===== src/rtl/pipe_stall_ctrl.sv =====
// pipe_stall_ctrl: stall controller for the five-stage core.
// Merges ID/EX stall requests and flush into the stall_en vector. It also
// contains the multi-cycle EX countdown sequencer and a saturating count of
// stalled cycles.
module pipe_stall_ctrl #(
    parameter int CNT_W = 32
) (
    input  logic             clk,
    input  logic             reset,
    input  logic             id_stall_req,
    input  logic             ex_stall_req,
    input  logic             mc_start,
    input  logic [5:0]       mc_cycles,
    input  logic             flush,
    output logic [5:0]       stall_en,
    output logic             mc_busy,
    output logic             mc_done,
    output logic [CNT_W-1:0] stall_cnt
);

    localparam logic [1:0] ST_IDLE = 2'd0;
    localparam logic [1:0] ST_BUSY = 2'd1;
    localparam logic [1:0] ST_DONE = 2'd2;

    // Only three stall patterns are ever emitted. Each downstream register
    // bubbles where its own bit is 1 and the next bit is 0.
    localparam logic [5:0] SE_NONE = 6'b000000;
    localparam logic [5:0] SE_ID   = 6'b000111;
    localparam logic [5:0] SE_EX   = 6'b001111;

    logic [1:0]       state_r;
    logic [1:0]       state_nxt_s;
    logic [5:0]       mc_cnt_r;
    logic [5:0]       mc_cnt_nxt_s;
    logic             can_start_s;
    logic             seq_hold_s;
    logic [5:0]       stall_en_s;
    logic             mc_busy_r;
    logic             mc_done_r;
    logic [CNT_W-1:0] stall_cnt_r;

    // Decide whether the sequencer holds EX this cycle. A new start holds EX
    // in its own cycle, before the FSM has left IDLE or DONE.
    always_comb begin
        can_start_s = (state_r == ST_IDLE) || (state_r == ST_DONE);
        seq_hold_s  = (state_r == ST_BUSY) ||
                      (can_start_s && mc_start && (mc_cycles != 6'd0));
    end

    // Priority merge of the stall sources: flush, then EX hold, then ID hazard.
    always_comb begin
        stall_en_s = SE_NONE;
        if (flush) begin
            stall_en_s = SE_NONE;
        end else if (ex_stall_req || seq_hold_s) begin
            stall_en_s = SE_EX;
        end else if (id_stall_req) begin
            stall_en_s = SE_ID;
        end else begin
            stall_en_s = SE_NONE;
        end
    end

    // Next-state logic for the countdown sequencer. BUSY exits at a count of
    // 1, so the 6-bit counter never wraps.
    always_comb begin
        state_nxt_s  = state_r;
        mc_cnt_nxt_s = mc_cnt_r;
        if (flush) begin
            state_nxt_s  = ST_IDLE;
            mc_cnt_nxt_s = 6'd0;
        end else begin
            case (state_r)
                ST_IDLE, ST_DONE: begin
                    if (mc_start && (mc_cycles >= 6'd2)) begin
                        state_nxt_s  = ST_BUSY;
                        mc_cnt_nxt_s = mc_cycles - 6'd1;
                    end else if (mc_start && (mc_cycles == 6'd1)) begin
                        state_nxt_s  = ST_DONE;
                        mc_cnt_nxt_s = 6'd0;
                    end else begin
                        state_nxt_s  = ST_IDLE;
                        mc_cnt_nxt_s = 6'd0;
                    end
                end
                ST_BUSY: begin
                    if (mc_cnt_r > 6'd1) begin
                        state_nxt_s  = ST_BUSY;
                        mc_cnt_nxt_s = mc_cnt_r - 6'd1;
                    end else begin
                        state_nxt_s  = ST_DONE;
                        mc_cnt_nxt_s = 6'd0;
                    end
                end
                default: begin
                    state_nxt_s  = ST_IDLE;
                    mc_cnt_nxt_s = 6'd0;
                end
            endcase
        end
    end

    // Sequencer state and countdown registers.
    always_ff @(posedge clk or negedge reset) begin
        if (!reset) begin
            state_r  <= ST_IDLE;
            mc_cnt_r <= 6'd0;
        end else begin
            state_r  <= state_nxt_s;
            mc_cnt_r <= mc_cnt_nxt_s;
        end
    end

    // Registered status flags, decoded from the next state so they track
    // state_r exactly.
    always_ff @(posedge clk or negedge reset) begin
        if (!reset) begin
            mc_busy_r <= 1'b0;
            mc_done_r <= 1'b0;
        end else begin
            mc_busy_r <= (state_nxt_s == ST_BUSY);
            mc_done_r <= (state_nxt_s == ST_DONE);
        end
    end

    // Saturating count of cycles in which the PC was held. Flush does not
    // clear it.
    always_ff @(posedge clk or negedge reset) begin
        if (!reset) begin
            stall_cnt_r <= {CNT_W{1'b0}};
        end else if (stall_en_s[0] && (stall_cnt_r != {CNT_W{1'b1}})) begin
            stall_cnt_r <= stall_cnt_r + {{(CNT_W-1){1'b0}}, 1'b1};
        end else begin
            stall_cnt_r <= stall_cnt_r;
        end
    end

    assign stall_en  = stall_en_s;
    assign mc_busy   = mc_busy_r;
    assign mc_done   = mc_done_r;
    assign stall_cnt = stall_cnt_r;

endmodule


===== config.mk =====
export PLATFORM = sky130hd
export DESIGN_NAME = pipe_stall_ctrl
export DESIGN_NICKNAME = d
export VERILOG_FILES = /design/src/rtl/pipe_stall_ctrl.sv
export SDC_FILE = /design/constraint.sdc
export NUM_CORES = 1
export LEC_CHECK = 0
export ABC_CLOCK_PERIOD_IN_PS = 2200
export CAP_MARGIN = 15
export CORE_ASPECT_RATIO = 1.4
export CORE_MARGIN = 8
export CORE_UTILIZATION = 45
export CTS_BUF_LIST = sky130_fd_sc_hd__clkbuf_16
export CTS_CLUSTER_SIZE = 20
export DETAILED_ROUTE_END_ITERATION = 12
export GPL_TIMING_DRIVEN = 1
export PLACE_DENSITY = 0.76
export SLEW_MARGIN = 20
export SYNTH_ARGS = -nofsm -noshare
export SYNTH_HDL_FRONTEND = slang
export SYNTH_SLANG_ARGS = --single-unit

===== constraint.sdc =====
create_clock -name clk -period 2.2 [get_ports clk]
set_input_delay 0.22 -clock clk [delete_from_list [all_inputs] [get_ports clk]]
set_output_delay 0.22 -clock clk [all_outputs]
set_load 0.02 [all_outputs]

Yosys cells after proc, flatten, opt, wreduce, memory -nomap -nowiden
Index checks and enable logic that the tools add are counted.
{"block": "classes", "muxes": 12, "order_cmp": 2, "n_reduce_logical": 11, "eq_ne": 6, "addsub": 3}
{"op": "adder 32 x 1 -> 32 bit, second input constant", "count": 1}
{"op": "inequality test 32 bit, second input constant", "count": 1}
{"op": "two-way mux 6 bit", "count": 4}
{"op": "case mux 6 bit (2 select lines)", "count": 1}
{"op": "subtractor 6 x 1 -> 6 bit, second input constant", "count": 2}
{"op": "two-way mux 2 bit", "count": 4}
{"op": "equality test 6 x 1 -> 1 bit, second input constant", "count": 1}
{"op": ">= comparator 6 x 2 -> 1 bit, second input constant", "count": 1}
{"op": "> comparator 6 x 1 -> 1 bit, second input constant", "count": 1}
{"op": "nonzero test 6 bit", "count": 1}
{"op": "logical AND 1 bit", "count": 5}
{"op": "equality test 2 x 1 -> 1 bit, second input constant", "count": 2}
{"op": "equality test 2 bit, second input constant", "count": 2}
{"op": "two-way mux 4 bit", "count": 1}
{"op": "case mux 2 bit (2 select lines)", "count": 1}
{"op": "logical OR 1 bit", "count": 3}
{"op": "two-way mux 3 bit", "count": 1}
{"op": "zero test 2 bit", "count": 1}
{"op": "OR reduction 2 bit", "count": 1}
{"block": "word_totals", "reg_bits": 42, "in_bits": 12, "output_inout_bits": 40, "word_cells": 39}

Longest topological paths before layout
{"block": "depth", "word_depth": 9, "ltp_mapped": 9, "depth_no_buf": 9}

Least setup slack after synthesis
No wires, ideal clock.
{"block": "synth_timing", "path_kind": "register -> register", "start": "register stall_cnt_r[0] (netlist: stall_cnt[0])", "end": "register stall_cnt_r[28] (netlist: stall_cnt[28])", "n_path_buf": 0, "setup_slack_ns": -0.079, "required_ns": 2.120, "path_stages_with_launch": 7, "setup_time_ns": 0.080, "synth_period_minus_slack_ns": 2.279, "t_arrival_ns": 2.199, "cell_sequence": "dfrtp_1 -> ha_1 -> nand2_1 -> or4_4 -> or4_4 -> nor4_4 -> xor2_1"}
{"block": "synth_via", "elab_chain_len": 2, "elab_cells_between_ends": 3, "classes_between": "add/sub: 1; eq/ne: 1; reduce/logical: 1"}
{"item": "start: declaration", "line": "40", "rtl": "logic [CNT_W-1:0] stall_cnt_r;"}
{"item": "start signal: assignment", "line": "130", "rtl": "stall_cnt_r <= {CNT_W{1'b0}};"}
{"item": "start signal: assignment", "line": "132", "rtl": "stall_cnt_r <= stall_cnt_r + {{(CNT_W-1){1'b0}}, 1'b1};"}
{"item": "start signal: assignment", "line": "134", "rtl": "stall_cnt_r <= stall_cnt_r;"}
{"item": "branches (longest 2 deep; another with adder 32 x 1 -> 32 bit)"}
Several ways; the timed one is not identified.
A chain may end at the register's enable or synchronous reset.

Final worst setup path
{"block": "layout_timing", "start": "register stall_cnt_r[1] (netlist: stall_cnt[1])", "end": "register stall_cnt_r[20] (netlist: stall_cnt[20])"}
Same word-level chain as after synthesis.

==> flow_metrics.env <==
export IMPL_grt_usage_pct=15.4
export IMPL_yosysSeqAreaShare_pct=47.5
export IMPL_placementRows=30
export IMPL_diodes=0
export IMPL_place_congestion=0.835
export IMPL_wire_per_inst_um=14.7
export IMPL_vias_per_cell=5.09
export IMPL_critPathKind="reg2reg"
export IMPL_synth_top_area_share_pct=47.5
export IMPL_cp_slowest_cell="or4_4"
export IMPL_vias=1892
export IMPL_wirelength_um=5450
export IMPL_crit_chain="ha_4 -> nand2_2 -> or4_4 -> or4_4 -> nor3_4 -> xor2_1"
export IMPL_dp_cells=363
export IMPL_grt_pass1_vias=1971
export IMPL_worstSkewPairLatency_ps=280
export IMPL_cap_viol_max_count=0
export IMPL_grt_pass1_wl_um=8910
export IMPL_fin_skew_ps=6.02
export IMPL_drt_pre_antenna_iters=4
export IMPL_grt_max_degree=43
export IMPL_antenna_found_initial=0
export IMPL_cts_tree="done"
export IMPL_cts_max_level=2
export IMPL_ys_seq_elements=42
export IMPL_violations="hold timing"
export IMPL_worstSetupEndpointType="flop"
export IMPL_slew_headroom_pct=65.7
export IMPL_arrival_ps=2380
export IMPL_tightest_slew_ps=514
export IMPL_hold_class="in2async"
export IMPL_critPathMaxStageDelay_ps=620
export IMPL_final_cell_mix="44 x clkdlybuf4s50_1, 40 x dfrtp_1, 39 x buf_4, 28 x xnor2_1, 20 x nor2_1"
export IMPL_die_area_um2=7450
export IMPL_syn_area_um2=2210
export IMPL_ir_worst_vdd_uv=732
export IMPL_fillers=410
export IMPL_drt_antenna_violating_nets=0
export IMPL_io_buffers=49
export IMPL_cts_hold_fix_buffers=0
export IMPL_start_util_pct=46.1
export IMPL_io_pins=52
export IMPL_setup_tns_ps=0
export IMPL_stdcell_area_um2=3230
export IMPL_required_ps=2400
export IMPL_synthTopCellsByArea="dfrtp_1 47%, xnor2_1 11%, ha_1 4.0%, xor2_1 4.0%, nand2_1 3.4%"
export IMPL_p_leak_nw=1.43
export IMPL_startpoint_type="flop"
export IMPL_dp_hpwl_um=4260
export IMPL_slew_viol_final=0
export IMPL_clockBufferDepth=2
export IMPL_yosys_area_top_type="dfrtp_1"
export IMPL_syn_to_final_growth_pct=45.8
export IMPL_instances_no_fill=372
export IMPL_drive_gt1_share_pct=21.4
export IMPL_crit_top_cell="or4_4"
export IMPL_yosysWarnings=0
export IMPL_final_core_util_pct=67.2
export IMPL_gr_total_overflow=0
export IMPL_root_buffer="clkbuf_16"
export IMPL_cts_clk_slew_worst_paths_ps=60
export IMPL_drc=0
export IMPL_avgSynthCellArea_um2=10.3
export IMPL_syn_inst=215
export IMPL_cp_max_fo=4
export IMPL_clock_sinks=42
export IMPL_setup_viol=0
export IMPL_core_area_um2=4800
export IMPL_fin_nets=326
export IMPL_die_h_um=99.0
export IMPL_finalCritPeriodShare_pct=98.9
export IMPL_drtIter0Drc=50
export IMPL_die_x_um=75.3
export IMPL_status="complete, but fails checks"
export IMPL_final_common_cell="clkdlybuf4s50_1"
export IMPL_hold_ws_ps=-0.148
export IMPL_power_mw=2.32
export IMPL_layout_min_cycle_time_ps=2180
export IMPL_grt_setup_unrepaired="yes"
export IMPL_numCtsBuffers=5
export IMPL_power_density_nw_per_um2=718
export IMPL_yosys_cell_types_count=35
export IMPL_postPlaceCellArea_um2=3070
export IMPL_fmax_ghz=0.460
export IMPL_finalHoldViolations=1
-- per-layer routing --
layer  vias to the layer above  track usage (%)  part of all wire [%]
met4                         0             5.94                   1.6
met2                        34             28.4                    55
met3                         5             3.35                   4.0
li1                        934                -                     -
met1                       919             15.8                    40
met5                         -                0                     0
-- metrics by stage --
stage,setup WS (ps),hold WS (ps)
after detailed placement,-290,318
after global placement,-241,318
after floorplan,0.0322,-75.6
final,24.4,-0.148
after CTS,8.94,16.5
after global routing,-43.6,45.1
-- critical path: cells and delay by family (launching register included) --
kind                     cells  cell delay [ps]
AND/OR/NAND/NOR              4             1400
XOR/XNOR                     1              170
flip-flops                   1              390
adder cells (fa/ha/maj)      1              150
-- registers in the layout, summed over array words and instances (netlist names) --
name	flops
mc_busy	1
mc_cnt_r	6
mc_done	1
stall_cnt	32
state_r	2
-- cell usage after synthesis --
cell      instances
a21o_1            1
a21o_2            1
a21oi_1           3
a22oi_1           5
a31oi_1           2
a32oi_1           1
and3_1            2
and3_2            1
and4_1            2
buf_4             5
conb_1            1
dfrtp_1          42
ha_1              7
inv_1             7
mux2_2            1
nand2_1          20
nand2b_1          2
nand3_1          13
nand4_1          12
nand4_2           1
nor2_1           20
nor2_2            1
nor2b_1           4
nor3_1            9
nor3_2            3
nor4_1            1
nor4_4            2
o21ai_0           1
o22a_1            1
or3_1             1
or4_1             2
or4_2             1
or4_4             2
xnor2_1          28
xor2_1           10
-- power by group --
group	internal, mW	switching (mW)	total, mW
Sequential	0.861	0.0856	0.947
Combinational	0.353	0.330	0.682
Clock	0.410	0.280	0.690
-- final cells by class --
| type | count | area, um2 | area share, % |
|---|---|---|---|
| Multi-Input combinational cell | 162 | 1140 | 35.3 |
| Sequential cell | 42 | 1050 | 32.6 |
| Timing Repair Buffer | 89 | 793 | 24.6 |
| Clock buffer | 5 | 125 | 3.87 |
| Tap cell | 64 | 80.1 | 2.48 |
| Inverter | 7 | 26.3 | 0.814 |
| Clock inverter | 3 | 12.5 | 0.387 |
-- path summary, 6_finish.rpt --
path,start,to,slack (ps),cells after the start
worst max-delay path,stall_cnt[1],stall_cnt[20],20,6
worst min-delay path,reset,stall_cnt[20],-0.1,2
worst max register to register,stall_cnt[1],stall_cnt[20],20,6
worst min register to register,stall_cnt[24],stall_cnt[24],490,1
max in group asynchronous,reset,stall_cnt[1],1830,2
min in group clk,stall_cnt[24],stall_cnt[24],490,1
-- repair_timing --
item	in CTS	in global routing
pin swaps	1	1
setup endpoints to repair	7	16
setup buffers	0	1
resized for setup	6	4
-- cell families after synthesis --
logic type,share of synthesized area [%]
muxes,0.508
other,0.169
DFF,47.5
and+or+nand+nor,25.3
buffers and inverters,2.88
AOI/OAI and AO/OA,4.69
adders and majority gates,3.95
xor gates and xnor gates,15.0
Note: power is estimated with default switching activity, not from simulation.
